$ cat src/rtl/icache_pkg.sv
// Shared types, geometry constants and address helpers for the instruction-cache
// fill controller and its line buffer.
package icache_pkg;

    localparam int ASIZE  = 32;
    localparam int DSIZE  = 32;
    localparam int BBITS  = 5;
    localparam int BSIZE  = 8 << BBITS;
    localparam int BEATS  = BSIZE / DSIZE;
    localparam int CNTW   = 32;
    localparam int BEAT_W = $clog2(BEATS);

    localparam logic [ASIZE-1:0] BLOCK_MASK = ~(ASIZE'((1 << BBITS) - 1));

    typedef enum logic [1:0] {
        IDLE  = 2'd0,
        FILL  = 2'd1,
        WRITE = 2'd2,
        FLUSH = 2'd3
    } state_e;

    function automatic logic [ASIZE-1:0] block_offset(input logic [ASIZE-1:0] addr);
        return addr & BLOCK_MASK;
    endfunction

    // Performance counters stick at all-ones instead of wrapping.
    function automatic logic [CNTW-1:0] sat_inc(input logic [CNTW-1:0] cnt);
        return (&cnt) ? cnt : cnt + 1'b1;
    endfunction

endpackage

$ cat src/rtl/icache_line_buffer.sv
// Assembles one cache block from memory beats; the first beat lands in the top
// word so the finished block matches the core's word-0-at-MSB layout.
module icache_line_buffer
    import icache_pkg::*;
(
    input  logic             clk,
    input  logic             clear,
    input  logic             load,
    input  logic [DSIZE-1:0] beat_data,
    output logic             last,
    output logic [BSIZE-1:0] block
);

    logic [BEAT_W-1:0] count_q, count_d;
    logic [BSIZE-1:0]  block_q, block_d;

    always_comb begin
        count_d = count_q;
        block_d = block_q;
        if (clear) begin
            count_d = '0;
            block_d = '0;
        end else if (load) begin
            count_d = count_q + 1'b1;
            block_d = {block_q[BSIZE-DSIZE-1:0], beat_data};
        end
    end

    always_ff @(posedge clk) begin
        count_q <= count_d;
        block_q <= block_d;
    end

    assign last  = load && (count_q == BEAT_W'(BEATS - 1));
    assign block = block_q;

endmodule

$ cat src/rtl/icache_fill_ctrl.sv
// Sequencer in front of the direct-mapped instruction cache core: serves hits,
// fills blocks from memory on a miss, sequences invalidate-all and counts hits/misses.
module icache_fill_ctrl
    import icache_pkg::*;
(
    input  logic             CLK,
    input  logic             RESET,
    input  logic             cpu_req,
    input  logic [ASIZE-1:0] cpu_addr,
    input  logic             cpu_flush,
    output logic             cpu_ready,
    output logic [DSIZE-1:0] cpu_data,
    output logic             cpu_stall,
    output logic [ASIZE-1:0] core_addr,
    output logic             core_bread,
    output logic             core_bwrite,
    output logic [BSIZE-1:0] core_block_in,
    output logic             core_sys,
    input  logic             core_hit,
    input  logic [DSIZE-1:0] core_data,
    output logic             mem_req,
    output logic [ASIZE-1:0] mem_addr,
    input  logic             mem_valid,
    input  logic [DSIZE-1:0] mem_data,
    output logic [CNTW-1:0]  hit_count,
    output logic [CNTW-1:0]  miss_count
);

    state_e           state_q, state_d;
    logic [ASIZE-1:0] miss_addr_q, miss_addr_d;
    logic             flush_pend_q, flush_pend_d;
    logic [CNTW-1:0]  hit_count_q, hit_count_d;
    logic [CNTW-1:0]  miss_count_q, miss_count_d;
    logic             mem_req_q, mem_req_d;
    logic             core_bwrite_q, core_bwrite_d;
    logic             core_sys_q, core_sys_d;

    logic             in_idle;
    logic             buf_load;
    logic             buf_clear;
    logic             buf_last;
    logic [BSIZE-1:0] buf_block;

    assign in_idle   = (state_q == IDLE);
    assign buf_load  = mem_valid && (state_q == FILL);
    assign buf_clear = RESET || (state_q == WRITE);

    icache_line_buffer u_line_buffer (
        .clk       (CLK),
        .clear     (buf_clear),
        .load      (buf_load),
        .beat_data (mem_data),
        .last      (buf_last),
        .block     (buf_block)
    );

    always_comb begin
        state_d      = state_q;
        miss_addr_d  = miss_addr_q;
        flush_pend_d = flush_pend_q;
        hit_count_d  = hit_count_q;
        miss_count_d = miss_count_q;
        case (state_q)
            IDLE: begin
                // A flush request outranks both hit and miss handling.
                if (cpu_flush) begin
                    state_d = FLUSH;
                end else if (cpu_req && core_hit) begin
                    hit_count_d = sat_inc(hit_count_q);
                end else if (cpu_req) begin
                    miss_addr_d  = cpu_addr;
                    miss_count_d = sat_inc(miss_count_q);
                    state_d      = FILL;
                end
            end
            FILL: begin
                if (cpu_flush) flush_pend_d = 1'b1;
                if (buf_last)  state_d = WRITE;
            end
            WRITE: begin
                flush_pend_d = flush_pend_q || cpu_flush;
                state_d      = (flush_pend_q || cpu_flush) ? FLUSH : IDLE;
            end
            FLUSH: begin
                flush_pend_d = 1'b0;
                state_d      = IDLE;
            end
            default: state_d = IDLE;
        endcase
        mem_req_d     = (state_d == FILL);
        core_bwrite_d = (state_d == WRITE);
        core_sys_d    = (state_d == FLUSH);
    end

    always_ff @(posedge CLK) begin
        if (RESET) begin
            state_q       <= IDLE;
            miss_addr_q   <= '0;
            flush_pend_q  <= 1'b0;
            hit_count_q   <= '0;
            miss_count_q  <= '0;
            mem_req_q     <= 1'b0;
            core_bwrite_q <= 1'b0;
            core_sys_q    <= 1'b0;
        end else begin
            state_q       <= state_d;
            miss_addr_q   <= miss_addr_d;
            flush_pend_q  <= flush_pend_d;
            hit_count_q   <= hit_count_d;
            miss_count_q  <= miss_count_d;
            mem_req_q     <= mem_req_d;
            core_bwrite_q <= core_bwrite_d;
            core_sys_q    <= core_sys_d;
        end
    end

    assign cpu_ready     = in_idle && cpu_req && core_hit && !cpu_flush;
    assign cpu_data      = core_data;
    assign cpu_stall     = !in_idle || cpu_flush || (cpu_req && !core_hit);
    assign core_addr     = in_idle ? cpu_addr : miss_addr_q;
    assign core_bread    = cpu_req && in_idle;
    assign core_bwrite   = core_bwrite_q;
    assign core_block_in = buf_block;
    assign core_sys      = core_sys_q;
    assign mem_req       = mem_req_q;
    assign mem_addr      = block_offset(miss_addr_q);
    assign hit_count     = hit_count_q;
    assign miss_count    = miss_count_q;

endmodule

$ cat config.mk
export PLATFORM = sky130hd
export DESIGN_NAME = icache_fill_ctrl
export DESIGN_NICKNAME = d
export VERILOG_FILES = /design/src/rtl/icache_pkg.sv /design/src/rtl/icache_line_buffer.sv /design/src/rtl/icache_fill_ctrl.sv
export SDC_FILE = /design/constraint.sdc
export NUM_CORES = 1
export LEC_CHECK = 0
export CORE_AREA = 2 2 216 197
export DETAILED_ROUTE_END_ITERATION = 10
export DIE_AREA = 0 0 218 199
export PLACE_DENSITY = 0.73
export SYNTH_ARGS = -nofsm -noshare
export SYNTH_HDL_FRONTEND = slang
export SYNTH_SLANG_ARGS = --single-unit
export TNS_END_PERCENT = 30
$ cat constraint.sdc
create_clock -name CLK -period 2.65 [get_ports CLK]
set_clock_uncertainty 0.05 [all_clocks]
set_input_delay 0.3975 -clock CLK [delete_from_list [all_inputs] [get_ports CLK]]
set_output_delay 0.3975 -clock CLK [all_outputs]
set_load 0.05 [all_outputs]
After elaboration in Yosys (flattened, before gate mapping)
Index checks and enable logic that the tools add are counted.
{ "totals": {"rom_bits": 0, "latch_bits": 0, "memories": 0, "in_bits": 102, "out_inout_bits": 422, "mem_bits_rw": 0, "regBits": 361} }
{ "op_classes": {"div": 0, "reduce_logical": 22, "muxes": 9, "bitwise_logic": 4, "add_sub_neg": 3, "magnitude_cmp": 0, "multipliers": 0, "shift": 0, "eq_ne": 8} }
{ "op_table": {"columns": ["cell", "n"], "rows": [
  ["32-bit by 1-bit adder with 32-bit output (second input constant)", 2],
  ["32-bit AND reduction", 2],
  ["32-bit two-way mux", 1],
  ["2-bit two-way mux", 5],
  ["2-bit == test (second input constant)", 4],
  ["2-bit one-hot mux with 4 select lines", 1],
  ["4-bit AND reduction", 2],
  ["1-bit logical AND", 7],
  ["5-bit AND reduction", 1],
  ["2-bit by 1-bit == test with 1-bit output (second input constant)", 2],
  ["1-bit logical OR", 4],
  ["1-bit NOT", 4],
  ["3-bit by 1-bit adder with 3-bit output (second input constant)", 1],
  ["3-bit == test (second input constant)", 1],
  ["1-bit zero test", 3],
  ["1-bit one-hot mux with 3 select lines", 1],
  ["3-bit nonzero test", 1],
  ["2-bit zero test", 1],
  ["2-bit != test (second input constant)", 1],
  ["2-bit AND reduction", 1],
  ["1-bit two-way mux", 1]
]} }

Logic depth before layout (Yosys ltp)
Gate-level depths: netlist (run 1).
{ "depth": {"ltp_word": 6, "ltp_mapped": 9, "ltp_nobuf": 6} }

Modules after synthesis
Synthesis (run 1) repeated with hierarchy kept, for this count alone.
{ "hier_totals": {"cells_unflattened": 1497, "area_unflattened_um2": 14612.8} }
{ "by_module_without_submodules": {"columns": ["mod", "cells_each", "area_per_inst_um2", "instances"], "rows": [
  ["icache_line_buffer", 838, 9211.3, 1],
  ["icache_fill_ctrl", 659, 5401.4, 1]
]} }

Worst setup path before layout (run 1)
OpenSTA, ideal clock, no wires.
{ "synth_path": {"kind": "register to register", "from": "register hit_count_q[0] (netlist: hit_count[0])", "to": "register hit_count_q[16] (netlist: hit_count[16])", "required_time_ns": 2.530, "path_stages_with_launch": 9, "setup_time_ns": 0.070, "path_slack_ns": 0.002, "arrival_time_ns": 2.527, "cell_sequence": "dfxtp_1 > ha_1 > nand4_1 > or2_1 > buf_2 > or3_1 > buf_2 > or4_1 > a21oi_1"} }
{ "synth_via": {"elab_chain_cells": 3, "word_cells_on_any_way": 4} }
{ "synth_rtl": {"columns": ["element", "line", "text"], "rows": [
  ["start, declared", "icache_fill_ctrl.sv:32", "logic [CNTW-1:0] hit_count_q, hit_count_d;"],
  ["start signal, assigned", "icache_fill_ctrl.sv:109", "hit_count_q <= hit_count_d;"],
  ["parallel branches: the longest is 3 deep, another holds 32-bit by 1-bit adder with 32-bit output", null, null]
]} }
Several ways; the timed one is not identified.
A chain may end at the register's enable or synchronous reset.

Final worst setup path (run 1)
{ "layout_path": {"from": "register state_q[0]", "to": "output port core_addr[9]"} }
{ "layout_via": {"elab_chain_cells": 2} }
{ "layout_rtl": {"columns": ["element", "line", "text"], "rows": [
  ["start, declared", "icache_fill_ctrl.sv:29", "state_e state_q, state_d;"],
  ["start signal, assigned", "icache_fill_ctrl.sv:106", "state_q <= state_d;"],
  ["2-bit zero test", "icache_fill_ctrl.sv:44", "assign in_idle = (state_q == IDLE);"],
  ["32-bit two-way mux", "icache_fill_ctrl.sv:120", "assign core_addr = in_idle ? cpu_addr : miss_addr_q;"],
  ["end, declared", "icache_fill_ctrl.sv:14", "output logic [ASIZE-1:0] core_addr,"]
]} }
No other way between the ends.

==> impl_metrics.tcl, run 1 <==
set metrics [dict create \
    status "finished clean" \
    wire_per_inst_um 16.8 \
    switchingPower_mw 3.10 \
    synthTopCellsByArea "dfxtp_1 51%, nand2_1 16%, a21oi_1 12%" \
    postLayoutSetupSlackWorst_ns 0.107 \
    maxCapViolations 0 \
    clockRootBuffer "clkbuf_16" \
    initial_utilization_pct 34.6 \
    crit_path_top_delay_cell "dfxtp_1" \
    ys.warnings.count 0 \
    hold_viol 0 \
    arrival_ns 2.10 \
    critPathTopFamily "buffers and inverters" \
    post-place-ws_ns -0.0480 \
    grt_pass1_wl_um 68900 \
    fin_crit_sh_pct 96.0 \
    fp-row-count 71 \
    setup_viol 0 \
    end_kind "output port" \
    drc 0 \
    grt_max_degree 107 \
    slew_violations 0 \
    drt-initial-drc-count 1061 \
    slowest_delay_ns 0.40 \
    p_int_mw 9.05 \
    ys_types 56 \
    die_area_sq_mm 0.0434 \
    synth_edf_count 0 \
    synth_most_common_cell "nand2_1" \
    ios 524 \
    grt_overflow_total 0 \
    power_density_mw_per_mm2 597 \
    drt-total-wl_um 45800 \
    ys.flop_type "dfxtp_1" \
    synth_commonest_cells "603 x nand2_1, 361 x dfxtp_1, 335 x a21oi_1" \
    final_area_sq_mm 0.0204 \
    antenna_left 0 \
    synth_top_cell_by_area "dfxtp_1" \
    cts_buffers 40 \
    worst_pin_slew_ns 0.851 \
    fin_crit_ns 2.54 \
    dp_hpwl_um 32700 \
    htree_num_levels 2 \
    p_leak_nw 6.68 \
    use_met1_pct 23.9 \
    seqPwrFrac_pct 45.4 \
    comb_power_share_pct 10.1 \
    coreArea_sq_mm 0.0412 \
    hold_path_class "input pin to flop" \
    grt_busiest_layer "met2" \
    placed_area_sq_mm 0.0190 \
    vias_per_cell 4.94 \
    synth_top_area_share_pct 50.6 \
    p_sw_share_pct 25.5 \
    rsz0062_at_grt "true" \
    clock_power_share_pct 44.5 \
    max_freq_mhz 393 \
    worstSetupPathType "flop to output port" \
    crit_fanout 28 \
    crit_chain "nor2_4 -> buf_12 -> mux2_2 -> buf_4" \
    globalplace.congestion 0.847 \
    use_met2_pct 31.7 \
    relSlewSlack_pct 42.9 \
    holdWs_ns 0.327 \
    ys_async_sr_fraction_pct 0 \
    clockBufferDepth 3 \
    fin_util_pct 49.4 \
    mappedNetlistArea_sq_mm 0.0143 \
    finalPower_mw 12.1 \
    drive_gt1_share_pct 8.96 \
    fp.dieW_um 218 \
    cp_data_required_time_ns 2.20 \
    syn_avg_cell_area_sq_um 7.98 \
    clock_sinks 361 \
    clk_pin_slew_worst_paths_ns 0.06 \
    cts_tree "done" \
    die_y_um 199 \
    num_vias 13466 \
    syn_to_final_growth_pct 42.6 \
    ys_seq_area_share_pct 50.6 \
    antenna_found_initial 2 \
    synthCells 1789 \
    worstSetupStartpointType "flop" \
    clk_latency_ns 0.56 \
    critPathBufInv 2 \
    grt_usage_pct 19.9 \
    grt_pass1_vias 12584 \
    place.port_buffers 454 \
    synth_seq_cells 361 \
    met3_usage_pct 8.07 \
    final_nets 2253 \
    vdd_drop_max_mv 0.398 \
    drt-pass1-iter-count 5 \
]
-- final timing paths --
path,start,endpoint,slack [ns],cells past startpoint
setup / recovery,state_q[0],core_addr[9],0.11,4
hold reg to reg,u_line_buffer.block[237],u_line_buffer.block[237],0.40,2
setup reg to reg,hit_count[23],hit_count[21],0.21,7
hold / removal,RESET,miss_count[30],0.33,3
-- logic make-up (layout without fill, tap and decap cells) --
| kind of cell | Yosys count | in the layout | synth area share, % |
|---|---|---|---|
| AOI/OAI and AO/OA | 394 | 394 | 14.5 |
| buffers and inverters | 201 | 584 | 7.08 |
| muxes | 38 | 38 | 2.99 |
| and+or+nand+nor | 774 | 774 | 23.4 |
| DFF | 361 | 361 | 50.6 |
| adders and majority gates | 4 | 4 | 0.351 |
| xor gates and xnor gates | 16 | 16 | 0.982 |
| other | 1 | 6 | 0.0263 |
-- cells in the final DEF (no fill, tap or decap), drive strengths merged, types with 4 or more instances in the layout --
cell / n
buf: 76
nor4: 6
nor3: 4
dlygate4sd2: 5
clkbuf: 58
nand4: 20
dfxtp: 361
o31ai: 18
or2: 6
nand3: 23
clkinv: 9
or3: 29
o211ai: 4
a21oi: 335
nand2: 603
xnor2: 7
xor2: 9
inv: 16
mux2: 37
and4: 7
nor2b: 10
or4: 18
ha: 4
nor2: 30
conb: 5
clkdlybuf4s50: 418
and3: 5
o21ai: 25
-- repair_timing --
action	CTS	global route
endpoints found under the setup margin	36	6
hold buffers	0	0
pin swaps	0	1
buffers inserted	0	0
resized for setup	9	2
-- tightest hold or removal path: stages --
cell and delay, ns:
buf_2 0.13, buf_12 0.23, nor2_1 0.13
-- routing by layer --
metal	vias to the layer above	routed length, um
li1	6626	-
met1	6218	18600
met2	538	20700
met3	82	4970
met4	2	1480
met5	-	8
-- flip-flops by register name, summed over array words and instances (netlist names) --
name,flops
core_sys,1
miss_count,32
hit_count,32
u_line_buffer.count_q,3
state_q,2
u_line_buffer.block,256
miss_addr_q,32
flush_pend_q,1
core_bwrite,1
mem_req,1
-- area by class of cell --
class                      instances  area, sq um
tap                              547          684
clock buffer                      58         1170
sequential                       361         7230
clock inverter                    13          129
timing repair buffer             499         5000
inverter                          14         52.6
multi-input combinational       1231         6090
antenna                            1         2.50
fill                            3850        20900
-- stage by stage --
step                instances  setup TNS [ns]
floorplan                1793               0
CTS                      2723               0
global placement         2652               0
finish                   2724               0
global route             2724         -0.0198
detailed placement       2652         -0.0999
-- power by group through the flow --
| stage | combinational, mW | sequential, mW | clock [mW] |
|---|---|---|---|
| 2_1_floorplan | 0.831 | 5.71 | 0 |
| 3_3_place_gp | 1.21 | 5.63 | 0 |
| 3_5_place_dp | 1.22 | 5.63 | 0 |
| 4_1_cts | 1.22 | 5.51 | 5.54 |
| 5_1_grt | 1.29 | 5.52 | 5.75 |
| 6_report | 1.22 | 5.52 | 5.41 |
Power figures use the tool's default switching activity.
==> run 2: changes to the inputs <==
--- a/config.mk
+++ b/config.mk
@@ -10,3 +10,3 @@
 export DIE_AREA = 0 0 218 199
-export PLACE_DENSITY = 0.73
+export PLACE_DENSITY = 0.67
 export SYNTH_ARGS = -nofsm -noshare
==> constraint.sdc (replaced) <==
create_clock -name CLK -period 2.65 [get_ports CLK]
set_clock_uncertainty 0.05 [all_clocks]
set_input_delay 0.6625 -clock CLK [delete_from_list [all_inputs] [get_ports CLK]]
set_output_delay 0.6625 -clock CLK [all_outputs]
set_load 0.05 [all_outputs]
==> run 2 against run 1 <==
Net effect:
- via count up 0.73%
- register-to-register slack worse by 0.02 ns
- global-route usage up 1.1 points
- worst setup slack worse by 0.084 ns
- critical path depth unchanged
- largest cell class unchanged
==> impl_metrics.tcl, run 2 (synthesis results as in run 1) <==
set metrics [dict create \
    initial_utilization_pct 34.6 \
    comb_power_share_pct 11.1 \
    postLayoutSetupSlackWorst_ns 0.0224 \
    worstSetupStartpointType "flop" \
    fin_util_pct 50.7 \
    worst_pin_slew_ns 0.655 \
    drt-initial-drc-count 1028 \
    clk_latency_ns 0.58 \
    grt_usage_pct 21.1 \
    place.port_buffers 454 \
    num_vias 13564 \
    cp_data_required_time_ns 1.94 \
    drt-pass1-iter-count 5 \
    final_nets 2277 \
    fp.dieW_um 218 \
    switchingPower_mw 3.23 \
    p_sw_share_pct 25.7 \
    grt_overflow_total 0 \
    layout_commonest_cell "nand2_1" \
    grt_max_degree 132 \
    fp-row-count 71 \
    vdd_drop_max_mv 0.476 \
    clock_sinks 361 \
    clockRootBuffer "clkbuf_16" \
    drc 0 \
    n_antenna_cell 0 \
    vias_per_cell 4.93 \
    wire_per_inst_um 17.6 \
    clock_power_share_pct 45.1 \
    power_density_mw_per_mm2 601 \
    grt_pass1_wl_um 72500 \
    clockBufferDepth 3 \
    dp_hpwl_um 34100 \
    finalPower_mw 12.6 \
    die_y_um 199 \
    crit_fanout 8 \
    fillerInstances 3819 \
    post-place-ws_ns -0.148 \
    cts_tree "done" \
    fin_crit_ns 2.63 \
    htree_num_levels 2 \
    status "finished clean" \
    critPathTopFamily "buffers and inverters" \
    worstSetupPathType "flop to output port" \
    seqPwrFrac_pct 43.8 \
    slowest_delay_ns 0.35 \
    largest_reg_flops 256 \
    p_int_mw 9.34 \
    seqCellArea_sq_mm 0.00723 \
    crit_path_top_delay_cell "dfxtp_4" \
    final_cell_mix "603 x nand2_1, 401 x clkdlybuf4s50_1, 359 x dfxtp_1, 335 x a21oi_1, 58 x buf_4" \
    ios 524 \
    placed_area_sq_mm 0.0192 \
    arrival_ns 1.92 \
    antenna_left 0 \
    relSlewSlack_pct 56.2 \
    dp_cells 2665 \
    clk_pin_slew_worst_paths_ns 0.06 \
    hold_viol 0 \
    coreArea_sq_mm 0.0412 \
    setup_viol 0 \
    critPathBufInv 2 \
    fin_crit_sh_pct 99.2 \
    crit_chain "nor2_4 -> bufbuf_16 -> mux2_2 -> buf_4" \
    antenna_found_initial 0 \
    drt-total-wl_um 48300 \
    max_freq_mhz 381 \
    end_kind "output port" \
    p_leak_nw 7.15 \
    rsz0062_at_grt "true" \
    ctsHoldBuffers 0 \
    hold_path_class "flop to flop" \
    final_cells 2750 \
    multi_input_area_sq_mm 0.00614 \
    die_area_sq_mm 0.0434 \
    grt_pass1_vias 12614 \
    final_area_sq_mm 0.0209 \
    cts_buffers 40 \
    drive_gt1_share_pct 10.3 \
    maxCapViolations 0 \
    slew_violations 0 \
    syn_to_final_growth_pct 46.6 \
    globalplace.congestion 0.862 \
]
[run 2: changes by cell type in the layout (fill, tap and decap cells not counted), moves of 4 or more]
cell / change
clkdlybuf4s50_1: -17
buf_6: +18
clkbuf_1: +6
clkinv_2: -4
mux2_2: -9
dlymetal6s2s_1: +10
mux2_4: +9
buf_12: +9
[run 2: area by class of cell]
cell class,instances,area share (%)
repair buffers,523,26.0
well taps,547,3.27
clock buffers,65,5.76
multi-input cells,1231,29.3
flip-flops and latches,361,34.6
clock inverters,9,0.736
inverters,14,0.251
[run 2: timing repair]
action	CTS	global route
gates resized for setup	36	21
gates cloned	2	2
buffers inserted	2	5
pin swaps	1	3
endpoints found under the setup margin	39	48
[run 2: worst paths after layout]
kind                            slack, ns  depth (start not counted)                startpoint                  endpoint
worst max-delay path                 0.02                          4                state_q[1]             core_addr[17]
worst min-delay path                 0.40                          2  u_line_buffer.block[169]  u_line_buffer.block[201]
worst max register to register       0.19                          7             hit_count[23]             hit_count[25]
worst min register to register       0.40                          2  u_line_buffer.block[169]  u_line_buffer.block[201]
[run 2: per-layer routing]
layer / share of wire (%) / routed length (um) / global-route usage [%]
met5: 0 / 0 / 0
met4: 3.0 / 1430 / 7.71
met3: 8.8 / 4270 / 6.96
met2: 46 / 22000 / 33.6
met1: 43 / 20600 / 26.5
[run 2: power by group through the flow]
| stage | Combinational [mW] | Sequential (mW) | Clock, mW |
|---|---|---|---|
| finish | 1.39 | 5.51 | 5.67 |
| global route | 1.46 | 5.51 | 6.03 |
| CTS | 1.35 | 5.51 | 5.84 |
| detailed placement | 1.27 | 5.63 | 0 |
| global placement | 1.27 | 5.63 | 0 |
| floorplan | 0.831 | 5.71 | 0 |
[run 2: worst reg2reg max path, cell delays in order, from the launching register on]
cell and delay (ns):
dfxtp_1 0.42, nand4_1 0.26, or3_1 0.54, o311ai_1 0.50
buf_4 0.21, buf_4 0.12, o21ai_0 0.08, a21oi_1 0.19
[run 2: through the flow]
step / hold slack (ns) / setup TNS (ns)
2_1_floorplan: 0.384 / 0
3_3_place_gp: 0.391 / -1.41
3_5_place_dp: 0.396 / -2.51
4_1_cts: 0.404 / -0.660
5_1_grt: 0.419 / -0.147
6_report: 0.397 / 0
==> run 3: changes to the inputs <==
Settings changed: CELL_PAD_IN_SITES_DETAIL_PLACEMENT from default to 1, CELL_PAD_IN_SITES_GLOBAL_PLACEMENT from default to 2, CORE_AREA 2 2 216 197 to 2 2 261 237, DIE_AREA 0 0 218 199 to 0 0 263 239, PLACE_DENSITY 0.67 to 0.8, SKIP_LAST_GASP from default to 1.
==> run 3 against run 2 <==
Net effect:
- the flow now finishes with violations (negative setup slack)
- cell count increased by 9.7%
- design area increased by 1.9%
- critical path depth increased by 2
- clock power increased by 11%
- non-clock buffer count increased by 13
- critical path type is now input pin to output port
- largest power group unchanged
==> impl_metrics.tcl, run 3 (synthesis results as in run 1) <==
set metrics [dict create \
    status "finished, violations left" \
    violations "negative setup slack" \
    critPathBufInv 4 \
    clk_latency_ns 0.58 \
    seqPwrFrac_pct 42.0 \
    place.port_buffers 454 \
    fin_crit_sh_pct 101 \
    fin_util_pct 35.2 \
    clock_power_share_pct 48.0 \
    end_kind "output port" \
    wire_per_inst_um 18.0 \
    max_freq_mhz 373 \
    vdd_drop_max_mv 0.435 \
    p_leak_nw 7.05 \
    die_area_sq_mm 0.0629 \
    antenna_left 0 \
    reg2reg_slack_ns 0.29 \
    largest_reg_flops 256 \
    final_area_sq_mm 0.0213 \
    relSlewSlack_pct 56.0 \
    placed_area_sq_mm 0.0197 \
    crit_fanout 21 \
    initial_utilization_pct 23.6 \
    clockBufferDepth 3 \
    maxCapViolations 0 \
    tns_ns -0.0769 \
    vias_per_cell 4.52 \
    cts_tree "done" \
    p_int_mw 9.75 \
    grt_usage_pct 16.6 \
    ios 524 \
    hold_viol 0 \
    switchingPower_mw 3.39 \
    grt_pass1_vias 13720 \
    final_nets 2294 \
    postLayoutSetupSlackWorst_ns -0.0307 \
    layout_commonest_cell "nand2_1" \
    cp_data_required_time_ns 1.94 \
    clockRootBuffer "clkbuf_16" \
    fin_crit_ns 2.68 \
    fillerInstances 7051 \
    crit_chain "clkdlybuf4s50_1 -> nor3_2 -> nand3_1 -> buf_6 -> inv_1 -> buf_12" \
    drt-initial-drc-count 704 \
    arrival_ns 1.97 \
    drive_gt1_share_pct 11.5 \
    worstSetupStartpointType "input pin" \
    drc 0 \
    finalPower_mw 13.1 \
    fp.dieW_um 263 \
    slowest_delay_ns 0.48 \
    clk_pin_slew_worst_paths_ns 0.06 \
    hold_path_class "input pin to flop" \
    grt_max_degree 126 \
    slew_violations 0 \
    globalplace.congestion 0.829 \
    ctsHoldBuffers 0 \
    drt-total-wl_um 54400 \
    num_vias 13641 \
    dp_hpwl_um 39400 \
    antenna_found_initial 1 \
    grt_pass1_wl_um 82600 \
    syn_to_final_growth_pct 49.4 \
    rsz0062_at_grt "true" \
    critPathTopFamily "buffers and inverters" \
    crit_path_top_delay_cell "clkdlybuf4s50_1" \
    final_cell_mix "603 x nand2_1, 411 x clkdlybuf4s50_1, 359 x dfxtp_1, 335 x a21oi_1, 96 x buf_4" \
    setup_viol 6 \
    die_y_um 239 \
    clock_sinks 361 \
    holdWs_ns 0.372 \
    grt_overflow_total 0 \
    worst_pin_slew_ns 0.656 \
    power_density_mw_per_mm2 616 \
    drt-pass1-iter-count 4 \
    fp-row-count 86 \
    worstSetupPathType "input pin to output port" \
    cts_buffers 44 \
    p_sw_share_pct 25.8 \
    comb_power_share_pct 10.0 \
    coreArea_sq_mm 0.0605 \
    htree_num_levels 2 \
]
[run 3: cell types whose count changed in the layout (fill, tap and decap cells not counted), sizes merged, moves of 4 or more]
cell / delta
clkdlybuf4s50: +10
clkbuf: +5
buf: +19
dlygate4sd2: -4
dlymetal6s2s: -10
[run 3: power by group through the flow]
| stage | registers, mW | clock network, mW | logic, mW |
|---|---|---|---|
| floorplan | 5.71 | 0 | 0.831 |
| global placement | 5.63 | 0 | 1.30 |
| detailed placement | 5.64 | 0 | 1.31 |
| CTS | 5.52 | 6.54 | 1.33 |
| global route | 5.52 | 6.75 | 1.39 |
| finish | 5.52 | 6.31 | 1.31 |
[run 3: worst register-to-register path, delay by kind of cell, from the launching register on]
family	cells	cell delay, ns
simple gates	2	0.83
compound gates	3	0.73
buf+inv	1	0.22
flops	1	0.46
[run 3: worst paths after layout]
check	endpoint	start	cells past startpoint
worst min register to register	u_line_buffer.block[253]	u_line_buffer.block[221]	2
worst max-delay path	cpu_ready	cpu_flush	6
worst max register to register	hit_count[27]	hit_count[16]	6
worst min-delay path	hit_count[23]	RESET	2
[run 3: timing repair]
| action | 4_1_cts | 5_1_grt |
|---|---|---|
| endpoints found under the setup margin | 47 | 65 |
| gates cloned | 1 | 0 |
| buffers inserted | 0 | 1 |
| gates resized for setup | 6 | 5 |
| pin swaps | 0 | 1 |
| hold endpoints to repair | 0 | 0 |
[run 3: routing by layer]
layer | global-route usage, % | part of all wire [%]
met1 | 20.6 | 43
met2 | 27.2 | 46
met3 | 6.18 | 8.6
met4 | 4.03 | 1.9
met5 | 0 | 0
[run 3: metrics by stage]
stage          setup WS [ns]  instances
2_1_floorplan        0.00218       1793
3_3_place_gp          -0.197       2932
3_5_place_dp          -0.224       2932
4_1_cts              -0.0933       3014
5_1_grt               -0.140       3015
6_report             -0.0307       3016
[run 3: final cells by class]
cell class	instances	area (sq um)	share of cell area (%)
sequential	361	7230	33.9
multi-input combinational	1231	6100	28.6
timing repair buffer	536	5390	25.3
clock buffer	71	1390	6.53
tap	792	991	4.65
clock inverter	10	158	0.740
inverter	14	52.6	0.247
antenna	1	2.50	0.0117
